<file path="config.mk">
export PLATFORM = sky130hd
export DESIGN_NAME = nivel_sensor_filtro
export DESIGN_NICKNAME = d
export VERILOG_FILES = /design/src/rtl/nivel_pkg.sv /design/src/rtl/filtro_estavel.sv /design/src/rtl/nivel_sensor_filtro.sv
export SDC_FILE = /design/constraint.sdc
export NUM_CORES = 1
export LEC_CHECK = 0
export CAP_MARGIN = 20
export CELL_PAD_IN_SITES_DETAIL_PLACEMENT = 0
export CELL_PAD_IN_SITES_GLOBAL_PLACEMENT = 2
export CORE_ASPECT_RATIO = 0.5
export CORE_MARGIN = 1
export CORE_UTILIZATION = 37
export CTS_BUF_LIST = sky130_fd_sc_hd__clkbuf_4
export CTS_CLUSTER_DIAMETER = 200
export DETAILED_ROUTE_END_ITERATION = 8
export PLACE_DENSITY_LB_ADDON = 0.25
export SETUP_SLACK_MARGIN = 0.3
export SYNTH_ARGS = -nofsm -noshare
export SYNTH_HDL_FRONTEND = slang
export SYNTH_SLANG_ARGS = --single-unit
</file>
<file path="constraint.sdc">
create_clock -name clk -period 2.2 [get_ports clk]
set_input_delay 0.44 -clock clk [delete_from_list [all_inputs] [get_ports clk]]
set_output_delay 0.44 -clock clk [all_outputs]
set_load 0.01 [all_outputs]
</file>
<file path="src/rtl/nivel_pkg.sv">
// Shared definitions for the float-switch level filter: FSM state encoding,
// the four legal sensor codes and the stability counter width.
package nivel_pkg;

    // Width of the stability counter; DEB_CYCLES must fit in it.
    localparam int CNT_W = 16;

    // Level FSM states; ERRO marks a physically impossible switch pattern.
    typedef enum logic [2:0] {
        VAZIO = 3'd0,
        BAIXO = 3'd1,
        MEDIO = 3'd2,
        ALTO  = 3'd3,
        ERRO  = 3'd4
    } estado_t;

    // Legal {a,m,b} codes: water can only fill from the bottom switch upwards.
    localparam logic [2:0] COD_VAZIO = 3'b000;
    localparam logic [2:0] COD_BAIXO = 3'b001;
    localparam logic [2:0] COD_MEDIO = 3'b011;
    localparam logic [2:0] COD_ALTO  = 3'b111;

    // True when the code is one of the four physically possible patterns.
    function automatic logic codigo_valido(input logic [2:0] codigo);
        return (codigo == COD_VAZIO) || (codigo == COD_BAIXO) ||
               (codigo == COD_MEDIO) || (codigo == COD_ALTO);
    endfunction

    // Maps a legal code to its FSM state; anything else lands in ERRO.
    function automatic estado_t estado_de(input logic [2:0] codigo);
        estado_t estado;
        case (codigo)
            COD_VAZIO: estado = VAZIO;
            COD_BAIXO: estado = BAIXO;
            COD_MEDIO: estado = MEDIO;
            COD_ALTO:  estado = ALTO;
            default:   estado = ERRO;
        endcase
        return estado;
    endfunction

endpackage

</file>
<file path="src/rtl/filtro_estavel.sv">
// Input conditioning for the three float switches: two-flop synchronizer
// followed by a stability counter. 'aceita' pulses for one cycle, in the
// cycle before the counter reaches DEB_CYCLES, so the consumer registers the
// accepted code on the very edge where the count is reached.
module filtro_estavel
    import nivel_pkg::*;
#(
    parameter int DEB_CYCLES = 1000
) (
    input  logic       clk,
    input  logic       reset,
    input  logic [2:0] bruto,
    output logic [2:0] codigo,
    output logic       aceita
);

    localparam logic [CNT_W-1:0] DEB_MAX = CNT_W'(DEB_CYCLES);
    localparam logic [CNT_W-1:0] DEB_PRE = CNT_W'(DEB_CYCLES - 1);

    logic [2:0]       sinc1;
    logic [2:0]       sinc2;
    logic [2:0]       anterior;
    logic [CNT_W-1:0] contador;

    // Synchronize the raw switches, remember last cycle's code and count
    // how many consecutive cycles the code has been unchanged.
    // NOTE: all state here uses non-blocking assignments so every flop samples
    // the pre-edge value of its neighbour; blocking would collapse the
    // synchronizer chain into a single flop.
    always_ff @(posedge clk) begin
        if (reset) begin
            sinc1    <= '0;
            sinc2    <= '0;
            anterior <= '0;
            contador <= '0;
        end else begin
            sinc1    <= bruto;
            sinc2    <= sinc1;
            anterior <= sinc2;
            if (sinc2 != anterior) begin
                contador <= '0;
            end else if (contador != DEB_MAX) begin
                contador <= contador + 1'b1;
            end
        end
    end

    // The count saturates at DEB_MAX, so this fires once per stable period.
    assign aceita = (sinc2 == anterior) && (contador == DEB_PRE);
    assign codigo = sinc2;

endmodule

</file>
<file path="src/rtl/nivel_sensor_filtro.sv">
// Water level filter: debounces three float switches (high/mid/low), tracks
// the level in a small FSM and flags impossible switch combinations.
// Build option: define NIVEL_ERRO_STICKY_EN to latch ERRO until reset.
module nivel_sensor_filtro
    import nivel_pkg::*;
#(
    parameter int DEB_CYCLES = 1000
) (
    input  logic clk,
    input  logic reset,
    input  logic sens_a,
    input  logic sens_m,
    input  logic sens_b,
    output logic A,
    output logic M,
    output logic B,
    output logic erro,
    output logic mudou
);

    logic [2:0] codigo;
    logic       aceita;

    estado_t    estado;
    estado_t    estado_n;
    logic [2:0] nivel_q;
    logic [2:0] nivel_n;
    logic       erro_n;
    logic       mudou_n;

    filtro_estavel #(
        .DEB_CYCLES (DEB_CYCLES)
    ) u_filtro (
        .clk    (clk),
        .reset  (reset),
        .bruto  ({sens_a, sens_m, sens_b}),
        .codigo (codigo),
        .aceita (aceita)
    );

    // Next state and next outputs; the displayed level only moves on a
    // valid code, so in ERRO it keeps showing the last valid level.
    // NOTE: every signal gets a default before the decisions below, so no
    // path leaves one unassigned and no latch is inferred.
    always_comb begin
        estado_n = estado;
        nivel_n  = nivel_q;
        if (aceita) begin
            if (codigo_valido(codigo)) begin
`ifdef NIVEL_ERRO_STICKY_EN
                if (estado != ERRO) begin
                    estado_n = estado_de(codigo);
                    nivel_n  = codigo;
                end
`else
                estado_n = estado_de(codigo);
                nivel_n  = codigo;
`endif
            end else begin
                estado_n = ERRO;
            end
        end
        erro_n  = (estado_n == ERRO);
        mudou_n = (nivel_n != nivel_q);
    end

    // State and output registers; outputs are registered so mudou lines up
    // with the {A,M,B} update.
    always_ff @(posedge clk) begin
        if (reset) begin
            estado  <= VAZIO;
            nivel_q <= COD_VAZIO;
            erro    <= 1'b0;
            mudou   <= 1'b0;
        end else begin
            estado  <= estado_n;
            nivel_q <= nivel_n;
            erro    <= erro_n;
            mudou   <= mudou_n;
        end
    end

    assign {A, M, B} = nivel_q;

endmodule

</file>
==> results.yml <==
drt:
  wl_per_cell_um: 12.9
  antenna_left: 0
  vias: 1158
  first_iter_violations: 21
  viasPerCell: 5.08
  drc_errors: 0
  drt-total-wl_um: 2950
  first_pass_iters: 4
floorplanning:
  rows: 15
  io_pins: 10
  core-area_sq_mm: 0.00360
  start_util_pct: 40.6
  die_height_um: 46.4
  fp.dieArea_sq_mm: 0.00422
  die_width_um: 90.9
cells_and_area:
  area_growth_pct: 13.9
  n_antenna_cell: 0
  drive_gt1_share_pct: 11.3
  n_fill_cell: 371
  final_nets: 183
synth:
  avgSynthCellArea_sq_um: 8.97
  synthCells: 163
  synth_seq_cells: 33
  synth_top_flop_cell: "dfxtp_1"
  ys_seq_area_share_pct: 45.2
  syn-cell-area_sq_mm: 0.00146
  synth_edf_count: 0
  yosys_warnings: 0
  yosysUniqueCellTypes: 37
  async_reset_ff_share_pct: 0
  synth_fp_nets: 170
worst_hold_path:
  hold_path_depth: 1
  worstHoldPathType: "reg -> reg"
  hold_path.startpoint: "u_filtro.sinc1[1]$_SDFF_PP0_"
  min_to: "u_filtro.codigo[1]$_SDFF_PP0_"
power:
  seqPwrFrac_pct: 60.6
  powerDensity_mw_per_mm2: 609
  pwr-share-comb_pct: 6.1
  sw_frac_of_total_pct: 25.5
  total_power_mw: 1.01
  p_switching_mw: 0.259
  ir_drop_v: 0.000236
  p_int_mw: 0.755
  clkPwrFrac_pct: 33.3
  power.leakage_nw: 0.577
grt:
  antenna_found_initial: 0
  grt_pass1_vias: 1013
  track_usage_pct: 15.3
  grt_overflow: 0
  grt_pass1_wl_um: 4790
  grt_max_degree: 17
clock_tree:
  numCtsBuffers: 5
  cts_resized: 0
  cts_max_level: 2
  postCtsHoldBufs: 0
  cts_setup_buffers: 0
  clockBufferDepth: 2
  clock_sinks: 33
  cts_tree: "built"
  clk_pin_slew_ps: 110
  clkLatencyLatePin_ps: 340
  root_buffer: "clkbuf_4"
place:
  hpwl_um: 1990
  place_congestion: 0.716
  io_buffers: 9
worst_setup_path:
  r2r_slack_ps: 380
  crit_type: "reg -> reg"
  critical_path.top_delay_family: "simple AND/OR/NAND/NOR gates"
  r2r-start: "u_filtro.contador[0]$_SDFFE_PP0P_"
  crit_cells: 5
  critPathMaxStageDelay_ps: 600
  cp_max_fo: 5
  cp.arrival_ps: 2050
  crit_chain: "ha_1 > nand3b_1 > or4_4 > o41ai_2 > a211oi_1"
  start_kind: "flop"
  cp_data_required_time_ps: 2430
  path_buf_inv: 0
  r2r_cells: 5
  rr_endpoint: "nivel_q[0]$_SDFF_PP0_"
  cp-end-kind: "flop"
  slowest_stage: "or4_4"
sta:
  post-route-period-util_pct: 82.5
  finalHoldViolCount: 0
  rsz0062_at_grt: "false"
  max_freq_ghz: 0.551
  maxSlewViolCount: 0
  tns_ps: 0
  slew_headroom_pct: 66.9
  setup_viol: 0
  layout_min_cycle_time_ps: 1820
  fin_skew_ps: 11.3
  tightest_slew_ps: 490
run:
  cap_viol_max_count: 0
outcome:
  status: "complete, no violations"
==> synth_stat cells (all sizes together), types with 2 or more instances <==
library cell | number | area, sq um
a21oi | 10 | 50.1
o21ai | 12 | 60.1
dfxtp | 33 | 661
nor2b | 9 | 56.3
xor2 | 11 | 96.3
a31oi | 4 | 25.0
nand4 | 8 | 50.1
nand3 | 7 | 35.0
clkbuf | 3 | 12.5
buf | 6 | 38.8
nand2 | 9 | 36.3
inv | 4 | 15.0
ha | 2 | 25.0
nand3b | 2 | 15.0
nor2 | 16 | 60.1
and4 | 2 | 17.5
or3 | 4 | 25.0
and3 | 3 | 18.8
or4 | 2 | 18.8
nor4 | 3 | 31.3
xnor2 | 3 | 26.3
==> layout by cell type (no fill, tap or decap), types with 2 or more instances in the layout <==
master           Yosys  layout
nor4_2               2       2
buf_4                1       6
clkdlybuf4s50_1      0       9
xnor2_1              3       3
nor2b_1              9       9
ha_1                 2       2
nor2_1              16      16
dfxtp_1             33      33
inv_1                4       4
nand2_1              8       8
clkbuf_4             0       5
and3_1               3       3
o21ai_0             12      12
or3_1                4       4
nand3_1              7       7
nand3b_1             2       2
xor2_1              11      11
a21oi_1             10      10
clkinv_2             0       2
nand4_1              8       8
and4_1               2       2
a31oi_1              4       4
==> per-layer routing <==
layer  GRT usage (%)  part of all wire [%]  routed length [um]
met1            20.4                    56                1640
met2            22.6                    40                1180
met3            5.94                   3.5                 102
met4            5.71                  0.51                  15
met5               0                     0                   0
==> power by group through the flow <==
stage | Sequential, mW | Combinational, mW | Clock, mW
3_3_place_gp | 0.628 | 0.0613 | 0
4_1_cts | 0.615 | 0.0620 | 0.350
6_report | 0.615 | 0.0614 | 0.338
2_1_floorplan | 0.627 | 0.0419 | 0
5_1_grt | 0.617 | 0.0685 | 0.375
3_5_place_dp | 0.628 | 0.0614 | 0
==> cells by family after synthesis <==
group	Yosys count	synth area share, %
muxes	1	0.685
xor gates and xnor gates	14	8.39
adders and majority gates	2	1.71
AOI/OAI and AO/OA	29	11.6
DFF	33	45.2
buffers and inverters	13	4.54
and+or+nand+nor	71	27.9
==> metrics by stage <==
stage / area (sq um) / util, % / setup WS (ps) / std cells / hold WS (ps)
floorplan: 1460 / - / 411 / 163 / 414
global placement: 1610 / 44.7 / 395 / 220 / 431
detailed placement: 1610 / 44.7 / 371 / 220 / 423
CTS: 1660 / 46.2 / 369 / 228 / 463
global route: 1660 / 46.2 / 309 / 228 / 475
finish: 1660 / 46.2 / 385 / 228 / 459
==> final cells by class <==
class                           instances  area, sq um  share of cell area, %
Clock inverter                          3         17.5                   1.05
Clock buffer                            5         37.5                   2.26
Inverter                                4         15.0                  0.902
Timing Repair Buffer                   15          135                   8.12
Multi-Input combinational cell        117          734                   44.1
Sequential cell                        33          661                   39.7
Tap cell                               51         63.8                   3.83
==> worst max path at each step <==
stage                                  endpoint  slack (ps)                         startpoint
after floorplan           nivel_q[0]$_SDFF_PP0_         410  u_filtro.contador[0]$_SDFFE_PP0P_
after global placement    nivel_q[0]$_SDFF_PP0_         390  u_filtro.contador[0]$_SDFFE_PP0P_
after detailed placement  nivel_q[0]$_SDFF_PP0_         370  u_filtro.contador[0]$_SDFFE_PP0P_
after CTS                                     A         370              nivel_q[2]$_SDFF_PP0_
after global routing                          A         310              nivel_q[2]$_SDFF_PP0_
final                     nivel_q[0]$_SDFF_PP0_         380  u_filtro.contador[0]$_SDFFE_PP0P_
==> registers in the layout (all words and copies together) (netlist names) <==
signal,cells
mudou,1
estado,3
u_filtro.codigo,3
nivel_q,3
u_filtro.sinc1,3
u_filtro.contador,16
u_filtro.anterior,3
erro,1
Power figures use the tool's default switching activity.
